==> config.mk <==
export PLATFORM = sky130hd
export DESIGN_NAME = hazard_controller_flat
export DESIGN_NICKNAME = d
export VERILOG_FILES = /design/src/rtl/hazard_controller_if.sv /design/src/rtl/hazard_controller.sv /design/src/flat_wrapper.sv
export SDC_FILE = /design/constraint.sdc
export NUM_CORES = 1
export LEC_CHECK = 0
export ABC_AREA = 1
export CORE_ASPECT_RATIO = 2
export CORE_MARGIN = 2
export CORE_UTILIZATION = 40
export DETAILED_ROUTE_END_ITERATION = 16
export MAX_ROUTING_LAYER = met4
export PLACE_DENSITY = 0.72
export SLEW_MARGIN = 10
export SYNTH_ARGS = -nofsm -noshare
export SYNTH_HDL_FRONTEND = slang
export SYNTH_SLANG_ARGS = --single-unit
export TNS_END_PERCENT = 10
==> constraint.sdc <==
create_clock -name i_clk -period 1.75 [get_ports i_clk]
set_clock_uncertainty 0.05 [all_clocks]
set_input_delay 0.175 -clock i_clk [delete_from_list [all_inputs] [get_ports i_clk]]
set_output_delay 0.175 -clock i_clk [all_outputs]
set_load 0.005 [all_outputs]
==> src/rtl/hazard_controller_if.sv <==
// rtl/hazard_controller_if.sv - pipeline hazard bundle between datapath/decode and the hazard controller
interface hazard_controller_if #(
    parameter int REG_ADDR_W = 3,
    parameter int PERF_W     = 16
);
    logic [REG_ADDR_W-1:0] i_rs1D;
    logic [REG_ADDR_W-1:0] i_rs2D;
    logic [REG_ADDR_W-1:0] i_rs1E;
    logic [REG_ADDR_W-1:0] i_rs2E;
    logic [REG_ADDR_W-1:0] i_rdE;
    logic                  i_MemToRegE;
    logic [REG_ADDR_W-1:0] i_rdM;
    logic                  i_RegWriteM;
    logic [REG_ADDR_W-1:0] i_rdW;
    logic                  i_RegWriteW;
    logic                  i_branchTakenE;
    logic                  i_memAccessM;
    logic                  i_memReady;
    logic                  o_stallF;
    logic                  o_stallD;
    logic                  o_stallE;
    logic                  o_stallM;
    logic                  o_flushD;
    logic                  o_flushE;
    logic                  o_flushW;
    logic [1:0]            o_fwdAE;
    logic [1:0]            o_fwdBE;
    logic                  o_memTimeout;
    logic [PERF_W-1:0]     o_stallCount;

    modport master (
        output i_rs1D, i_rs2D, i_rs1E, i_rs2E, i_rdE, i_MemToRegE, i_rdM, i_RegWriteM,
               i_rdW, i_RegWriteW, i_branchTakenE, i_memAccessM, i_memReady,
        input  o_stallF, o_stallD, o_stallE, o_stallM, o_flushD, o_flushE, o_flushW,
               o_fwdAE, o_fwdBE, o_memTimeout, o_stallCount
    );

    modport slave (
        input  i_rs1D, i_rs2D, i_rs1E, i_rs2E, i_rdE, i_MemToRegE, i_rdM, i_RegWriteM,
               i_rdW, i_RegWriteW, i_branchTakenE, i_memAccessM, i_memReady,
        output o_stallF, o_stallD, o_stallE, o_stallM, o_flushD, o_flushE, o_flushW,
               o_fwdAE, o_fwdBE, o_memTimeout, o_stallCount
    );
endinterface

==> src/rtl/hazard_controller.sv <==
// rtl/hazard_controller.sv - stall/flush/forward sequencing for the 5-stage pipeline
module hazard_controller #(
    parameter int REG_ADDR_W  = 3,
    parameter int MEM_TIMEOUT = 15,
    parameter int PERF_W      = 16
) (
    input  logic         i_clk,
    input  logic         i_rst,
    hazard_controller_if.slave hz
);
    localparam int CNT_W = $clog2(MEM_TIMEOUT + 1);

    typedef enum logic {RUN, MEM_WAIT} state_t;

    state_t            state, stateNext;
    logic [CNT_W-1:0]  waitCnt, waitCntNext;
    logic              memTimeout;
    logic [PERF_W-1:0] stallCount;

    logic stallAll, stallFD, flushD, flushE, flushW, timeoutHit;
    logic loadUse, memHold;

    // M stage result is younger than W, so it wins when both target the operand
    function automatic logic [1:0] fwdSel(input logic [REG_ADDR_W-1:0] src);
        if (hz.i_RegWriteM && hz.i_rdM == src && src != '0)
            return 2'b10;
        else if (hz.i_RegWriteW && hz.i_rdW == src && src != '0)
            return 2'b01;
        else
            return 2'b00;
    endfunction

    assign loadUse = hz.i_MemToRegE && hz.i_rdE != '0 &&
                     (hz.i_rdE == hz.i_rs1D || hz.i_rdE == hz.i_rs2D);
    assign memHold = hz.i_memAccessM && !hz.i_memReady;

    always_comb begin
        stallAll    = 1'b0;
        stallFD     = 1'b0;
        flushD      = 1'b0;
        flushE      = 1'b0;
        flushW      = 1'b0;
        timeoutHit  = 1'b0;
        stateNext   = state;
        waitCntNext = waitCnt;
        case (state)
            RUN: begin
                if (memHold) begin
                    stallAll    = 1'b1;
                    flushW      = 1'b1;
                    stateNext   = MEM_WAIT;
                    waitCntNext = CNT_W'(1);
                end else if (hz.i_branchTakenE) begin
                    // Decode holds a wrong-path instruction, so its load-use is moot
                    flushD = 1'b1;
                    flushE = 1'b1;
                end else if (loadUse) begin
                    stallFD = 1'b1;
                    flushE  = 1'b1;
                end
            end
            MEM_WAIT: begin
                if (hz.i_memReady) begin
                    stateNext   = RUN;
                    waitCntNext = '0;
                end else if (waitCnt == CNT_W'(MEM_TIMEOUT)) begin
                    timeoutHit  = 1'b1;
                    stateNext   = RUN;
                    waitCntNext = '0;
                end else begin
                    stallAll    = 1'b1;
                    flushW      = 1'b1;
                    waitCntNext = waitCnt + CNT_W'(1);
                end
            end
            default: begin
                stateNext   = RUN;
                waitCntNext = '0;
            end
        endcase
    end

    always_ff @(posedge i_clk or posedge i_rst) begin
        if (i_rst) begin
            state      <= RUN;
            waitCnt    <= '0;
            memTimeout <= 1'b0;
            stallCount <= '0;
        end else begin
            state   <= stateNext;
            waitCnt <= waitCntNext;
            if (timeoutHit)
                memTimeout <= 1'b1;
            if ((stallAll || stallFD) && stallCount != {PERF_W{1'b1}})
                stallCount <= stallCount + PERF_W'(1);
        end
    end

    assign hz.o_stallF     = stallAll | stallFD;
    assign hz.o_stallD     = stallAll | stallFD;
    assign hz.o_stallE     = stallAll;
    assign hz.o_stallM     = stallAll;
    assign hz.o_flushD     = flushD;
    assign hz.o_flushE     = flushE;
    assign hz.o_flushW     = flushW;
    assign hz.o_fwdAE      = fwdSel(hz.i_rs1E);
    assign hz.o_fwdBE      = fwdSel(hz.i_rs2E);
    assign hz.o_memTimeout = memTimeout;
    assign hz.o_stallCount = stallCount;
endmodule

==> src/flat_wrapper.sv <==
// flat-port wrapper written by rule: the top's interface ports become plain ports
module hazard_controller_flat 
#(
    parameter int REG_ADDR_W  = 3,
    parameter int MEM_TIMEOUT = 15,
    parameter int PERF_W      = 16
)
  (i_clk, i_rst, hz_i_rs1D, hz_i_rs2D, hz_i_rs1E, hz_i_rs2E, hz_i_rdE, hz_i_MemToRegE, hz_i_rdM, hz_i_RegWriteM, hz_i_rdW, hz_i_RegWriteW, hz_i_branchTakenE, hz_i_memAccessM, hz_i_memReady, hz_o_stallF, hz_o_stallD, hz_o_stallE, hz_o_stallM, hz_o_flushD, hz_o_flushE, hz_o_flushW, hz_o_fwdAE, hz_o_fwdBE, hz_o_memTimeout, hz_o_stallCount);
  hazard_controller_if #(.REG_ADDR_W(REG_ADDR_W), .PERF_W(PERF_W)) hz_i ();
  input  logic i_clk;
  input  logic i_rst;
  input wire logic [$bits(hz_i.i_rs1D)-1:0] hz_i_rs1D;
  input wire logic [$bits(hz_i.i_rs2D)-1:0] hz_i_rs2D;
  input wire logic [$bits(hz_i.i_rs1E)-1:0] hz_i_rs1E;
  input wire logic [$bits(hz_i.i_rs2E)-1:0] hz_i_rs2E;
  input wire logic [$bits(hz_i.i_rdE)-1:0] hz_i_rdE;
  input wire logic [$bits(hz_i.i_MemToRegE)-1:0] hz_i_MemToRegE;
  input wire logic [$bits(hz_i.i_rdM)-1:0] hz_i_rdM;
  input wire logic [$bits(hz_i.i_RegWriteM)-1:0] hz_i_RegWriteM;
  input wire logic [$bits(hz_i.i_rdW)-1:0] hz_i_rdW;
  input wire logic [$bits(hz_i.i_RegWriteW)-1:0] hz_i_RegWriteW;
  input wire logic [$bits(hz_i.i_branchTakenE)-1:0] hz_i_branchTakenE;
  input wire logic [$bits(hz_i.i_memAccessM)-1:0] hz_i_memAccessM;
  input wire logic [$bits(hz_i.i_memReady)-1:0] hz_i_memReady;
  output wire logic [$bits(hz_i.o_stallF)-1:0] hz_o_stallF;
  output wire logic [$bits(hz_i.o_stallD)-1:0] hz_o_stallD;
  output wire logic [$bits(hz_i.o_stallE)-1:0] hz_o_stallE;
  output wire logic [$bits(hz_i.o_stallM)-1:0] hz_o_stallM;
  output wire logic [$bits(hz_i.o_flushD)-1:0] hz_o_flushD;
  output wire logic [$bits(hz_i.o_flushE)-1:0] hz_o_flushE;
  output wire logic [$bits(hz_i.o_flushW)-1:0] hz_o_flushW;
  output wire logic [$bits(hz_i.o_fwdAE)-1:0] hz_o_fwdAE;
  output wire logic [$bits(hz_i.o_fwdBE)-1:0] hz_o_fwdBE;
  output wire logic [$bits(hz_i.o_memTimeout)-1:0] hz_o_memTimeout;
  output wire logic [$bits(hz_i.o_stallCount)-1:0] hz_o_stallCount;
  assign hz_i.i_rs1D = hz_i_rs1D;
  assign hz_i.i_rs2D = hz_i_rs2D;
  assign hz_i.i_rs1E = hz_i_rs1E;
  assign hz_i.i_rs2E = hz_i_rs2E;
  assign hz_i.i_rdE = hz_i_rdE;
  assign hz_i.i_MemToRegE = hz_i_MemToRegE;
  assign hz_i.i_rdM = hz_i_rdM;
  assign hz_i.i_RegWriteM = hz_i_RegWriteM;
  assign hz_i.i_rdW = hz_i_rdW;
  assign hz_i.i_RegWriteW = hz_i_RegWriteW;
  assign hz_i.i_branchTakenE = hz_i_branchTakenE;
  assign hz_i.i_memAccessM = hz_i_memAccessM;
  assign hz_i.i_memReady = hz_i_memReady;
  assign hz_o_stallF = hz_i.o_stallF;
  assign hz_o_stallD = hz_i.o_stallD;
  assign hz_o_stallE = hz_i.o_stallE;
  assign hz_o_stallM = hz_i.o_stallM;
  assign hz_o_flushD = hz_i.o_flushD;
  assign hz_o_flushE = hz_i.o_flushE;
  assign hz_o_flushW = hz_i.o_flushW;
  assign hz_o_fwdAE = hz_i.o_fwdAE;
  assign hz_o_fwdBE = hz_i.o_fwdBE;
  assign hz_o_memTimeout = hz_i.o_memTimeout;
  assign hz_o_stallCount = hz_i.o_stallCount;
  hazard_controller #(.REG_ADDR_W(REG_ADDR_W), .MEM_TIMEOUT(MEM_TIMEOUT), .PERF_W(PERF_W)) u_core (.i_clk(i_clk), .i_rst(i_rst), .hz(hz_i));
endmodule
==> metrics.log <==
INFO  metric outcome = completed
INFO  metric drt-wirelength-per-cell = 12.8 um
INFO  metric postSynthNetCount = 267
INFO  metric drt_iter0_markers = 28
INFO  metric dr_total_vias = 1846
INFO  metric synth_top_area_share = 33.6%
INFO  metric maxCapViolations = 0
INFO  metric synthFlopType = sky130_fd_sc_hd__dfrtp_1
INFO  metric synthDominantAreaCellType = sky130_fd_sc_hd__dfrtp_1
INFO  metric ctsHtreeMaxLevel = 1
INFO  metric cts_hold_repair.buffers = 0
INFO  metric hold_class = in2async
INFO  metric stdcell_count = about 370
INFO  metric grt.total_usage = 22.8%
INFO  metric row_count = 32
INFO  metric gate_count_after_technology_mapping = about 240
INFO  metric die_area = 0.00465 mm^2
INFO  metric final-hold-violation-count = 0
INFO  metric ios = 57
INFO  metric rsz0062_at_grt = yes
INFO  metric grt_first_pass_wirelength = 7.91 mm
INFO  metric dp_cells = 367
INFO  metric final_hold_slack = 0.190 ns
INFO  metric worst-slew-pin-transition = 0.300 ns
INFO  metric crit_path_max_fanout = 3
INFO  metric netlist-cell-type-count = 27
INFO  metric sequential_share_of_the_synthesized_area = 33.6%
INFO  metric synth_most_common_cell = sky130_fd_sc_hd__nand2_1
INFO  metric maxClockFrequency = around 590 MHz
INFO  metric final-max-slew-violation-count = 0
INFO  metric antenna_left = 0
INFO  metric finalWirelength = 4.77 mm
INFO  metric ys_async_sr_fraction = 100%
INFO  metric ff_latch_count_synth = 22
INFO  metric power.total = about 1.7 mW
INFO  metric critical_path.startpoint_type = flop
INFO  metric floorplan_die_height = 94.5 um
INFO  metric clockRootBuffer = sky130_fd_sc_hd__clkbuf_8
INFO  metric post_synth_edffs = 0
INFO  metric number_of_search_and_repair_iterations_in_the_first_detailed_routing_pass = 4
INFO  metric cts_tree = built
INFO  metric leakage = 1.33 nW
INFO  metric arrival = 1.47 ns
INFO  metric viasPerCell = 4.96
INFO  metric end_kind = output port
INFO  metric post_synthesis_cell_area = 0.00164 mm^2
INFO  metric finalCritPeriodShare = between 90% and 100%
INFO  metric crit_reg_reg_startpoint = u_core.waitCnt[1]
INFO  metric post_route_cells_drive_above_1_share = between 10% and 20%
INFO  metric finish.utilization = 66.5%
INFO  metric timing.setup.tns = 0 ns
INFO  metric post-place-ws = -0.276 ns
INFO  metric placeableCoreArea = 0.00388 mm^2
INFO  metric ff2ff_path_depth = 10
INFO  metric ys_top_cells_by_count = 78 x sky130_fd_sc_hd__nand2_1, 29 x sky130_fd_sc_hd__nand3_1, 27 x sky130_fd_sc_hd__inv_1
INFO  metric fp.dieW = approximately 49 um
INFO  metric vdd_ir_max = about 440 uV
INFO  metric grt_antenna_before_repair = 0
INFO  metric finalWeightedCongestion = 0.842
INFO  metric cts_inserted_buffers = 3
INFO  metric cts-root-to-sink-buffers = 2
INFO  metric layout_min_cycle_time = 1.70 ns
INFO  metric dp_hpwl = 3.77 mm
INFO  metric reg2reg_to = u_core.hz.o_stallCount[5]
INFO  metric floorplan.initialDensity = 42.1%
INFO  metric finalInstanceArea = 0.00258 mm^2
INFO  metric max-slew-margin-rel = 80.0%
INFO  metric clkTransAtPathRegs = 0.08 ns
INFO  metric clock_latency = about 0.27 ns
INFO  metric synth_warn = 0
INFO  metric place_area = 0.00245 mm^2
INFO  metric reg2reg_slack = 0.11 ns
INFO  metric synthTopCellsByArea = sky130_fd_sc_hd__dfrtp_1 34%, sky130_fd_sc_hd__nand2_1 18%, sky130_fd_sc_hd__nand3_1 8.9%
INFO  metric final_critical_path_setup_slack = around 0.054 ns
INFO  metric first_global_vias = 1884
INFO  metric required_time_of_the_critical_path = 1.52 ns
INFO  metric portBuffers = 56
INFO  metric nNetsFinal = 353
INFO  metric route.detailed.drc = 0
INFO  metric synthToLayoutAreaGrowth = 57.8%
INFO  metric ws_path_type = reg2out
INFO  metric grt_start_max_net_pins = 23
INFO  metric tritoncts_num_sinks = 22
INFO  metric globalRoute.totalOverflow = 0
INFO  metric powerDensity = around 640 mW/mm^2
INFO  metric insertedDiodeCount = 0
INFO  metric synth.avg_cell_area = 6.93 um^2
INFO  metric final-setup-viol-count = 0
==> critical path: stages (launching register included) <==
cell,delay [ns]
sky130_fd_sc_hd__dfrtp_1,0.39
sky130_fd_sc_hd__ha_2,0.20
sky130_fd_sc_hd__nand3_2,0.08
sky130_fd_sc_hd__nand2_2,0.08
sky130_fd_sc_hd__o21ai_4,0.08
sky130_fd_sc_hd__inv_2,0.07
sky130_fd_sc_hd__nand2_4,0.10
sky130_fd_sc_hd__clkdlybuf4s15_1,0.21
==> registers in the layout, indices dropped and copies added (netlist names) <==
name	count
u_core.hz.o_stallCount	16
u_core.waitCnt	4
u_core.hz.o_memTimeout	1
u_core.state	1
==> cells in the final DEF (no fill, tap or decap), drive strengths merged, types with 5 or more instances in the layout <==
cell type      count
dfrtp             22
clkbuf             5
xnor2             14
xor2               7
nand2             81
nor2              22
clkdlybuf4s50     35
inv               27
dlymetal6s2s       8
dlygate4sd2        8
buf               32
nand3             30
==> per-layer routing <==
| metal | up-vias | part of all wire (%) | GRT usage [%] | routed length (um) |
|---|---|---|---|---|
| met1 | 849 | 35 | 20.7 | 1680 |
| met2 | 60 | 57 | 44.1 | 2720 |
| met4 | 0 | 4.0 | 13.3 | 189 |
| met3 | 15 | 3.8 | 2.37 | 183 |
| met5 | - | 0 | - | 0 |
| li1 | 922 | - | - | - |
==> how the worst max path moves through the flow <==
| stage | end | depth (start not counted) | slack (ns) | startpoint |
|---|---|---|---|---|
| after floorplan | hz_o_stallF | 8 | 0.03 | u_core.waitCnt[0] |
| after global placement | hz_o_fwdBE[0] | 6 | -0.26 | hz_i_rs2E[2] |
| after detailed placement | hz_o_fwdBE[1] | 6 | -0.28 | hz_i_rs2E[1] |
| after CTS | hz_o_stallF | 7 | 0.002 | u_core.waitCnt[0] |
| after global routing | hz_o_stallD | 7 | -0.02 | u_core.waitCnt[1] |
| final | hz_o_stallD | 7 | 0.05 | u_core.waitCnt[1] |
==> cell type report <==
cell class	count	area, um^2
Clock buffer	4	55.1
Fill cell	356	1300
Inverter	27	101
Multi-Input combinational cell	181	998
Sequential cell	22	551
Tap cell	51	63.8
Timing Repair Buffer	87	813
==> cell families (layout without fill, tap and decap cells) <==
| logic type | count (synthesis) | after routing | share of synthesized area, % |
|---|---|---|---|
| buffers and inverters | 33 | 118 | 9.02 |
| adders and majority gates | 2 | 2 | 1.53 |
| AOI/OAI and AO/OA | 16 | 16 | 6.27 |
| and+or+nand+nor | 142 | 142 | 38.3 |
| xor gates and xnor gates | 21 | 21 | 11.2 |
| DFF | 22 | 22 | 33.6 |
==> power by group <==
| part | total, mW | internal [mW] | switching (mW) | leakage (nW) |
|---|---|---|---|---|
| Sequential | 0.624 | 0.569 | 0.0551 | 0.297 |
| Combinational | 0.660 | 0.356 | 0.304 | 1.01 |
| Clock | 0.380 | 0.201 | 0.179 | 0.0288 |
| Total | 1.66 | 1.13 | 0.538 | 1.33 |
==> what timing repair did <==
action | 4_1_cts | 5_1_grt
gates resized for setup | 22 | 29
cloned | 0 | 0
pin swaps | 0 | 3
buffers inserted | 0 | 1
setup endpoints to repair | 27 | 25
Power figures use the tool's default switching activity.
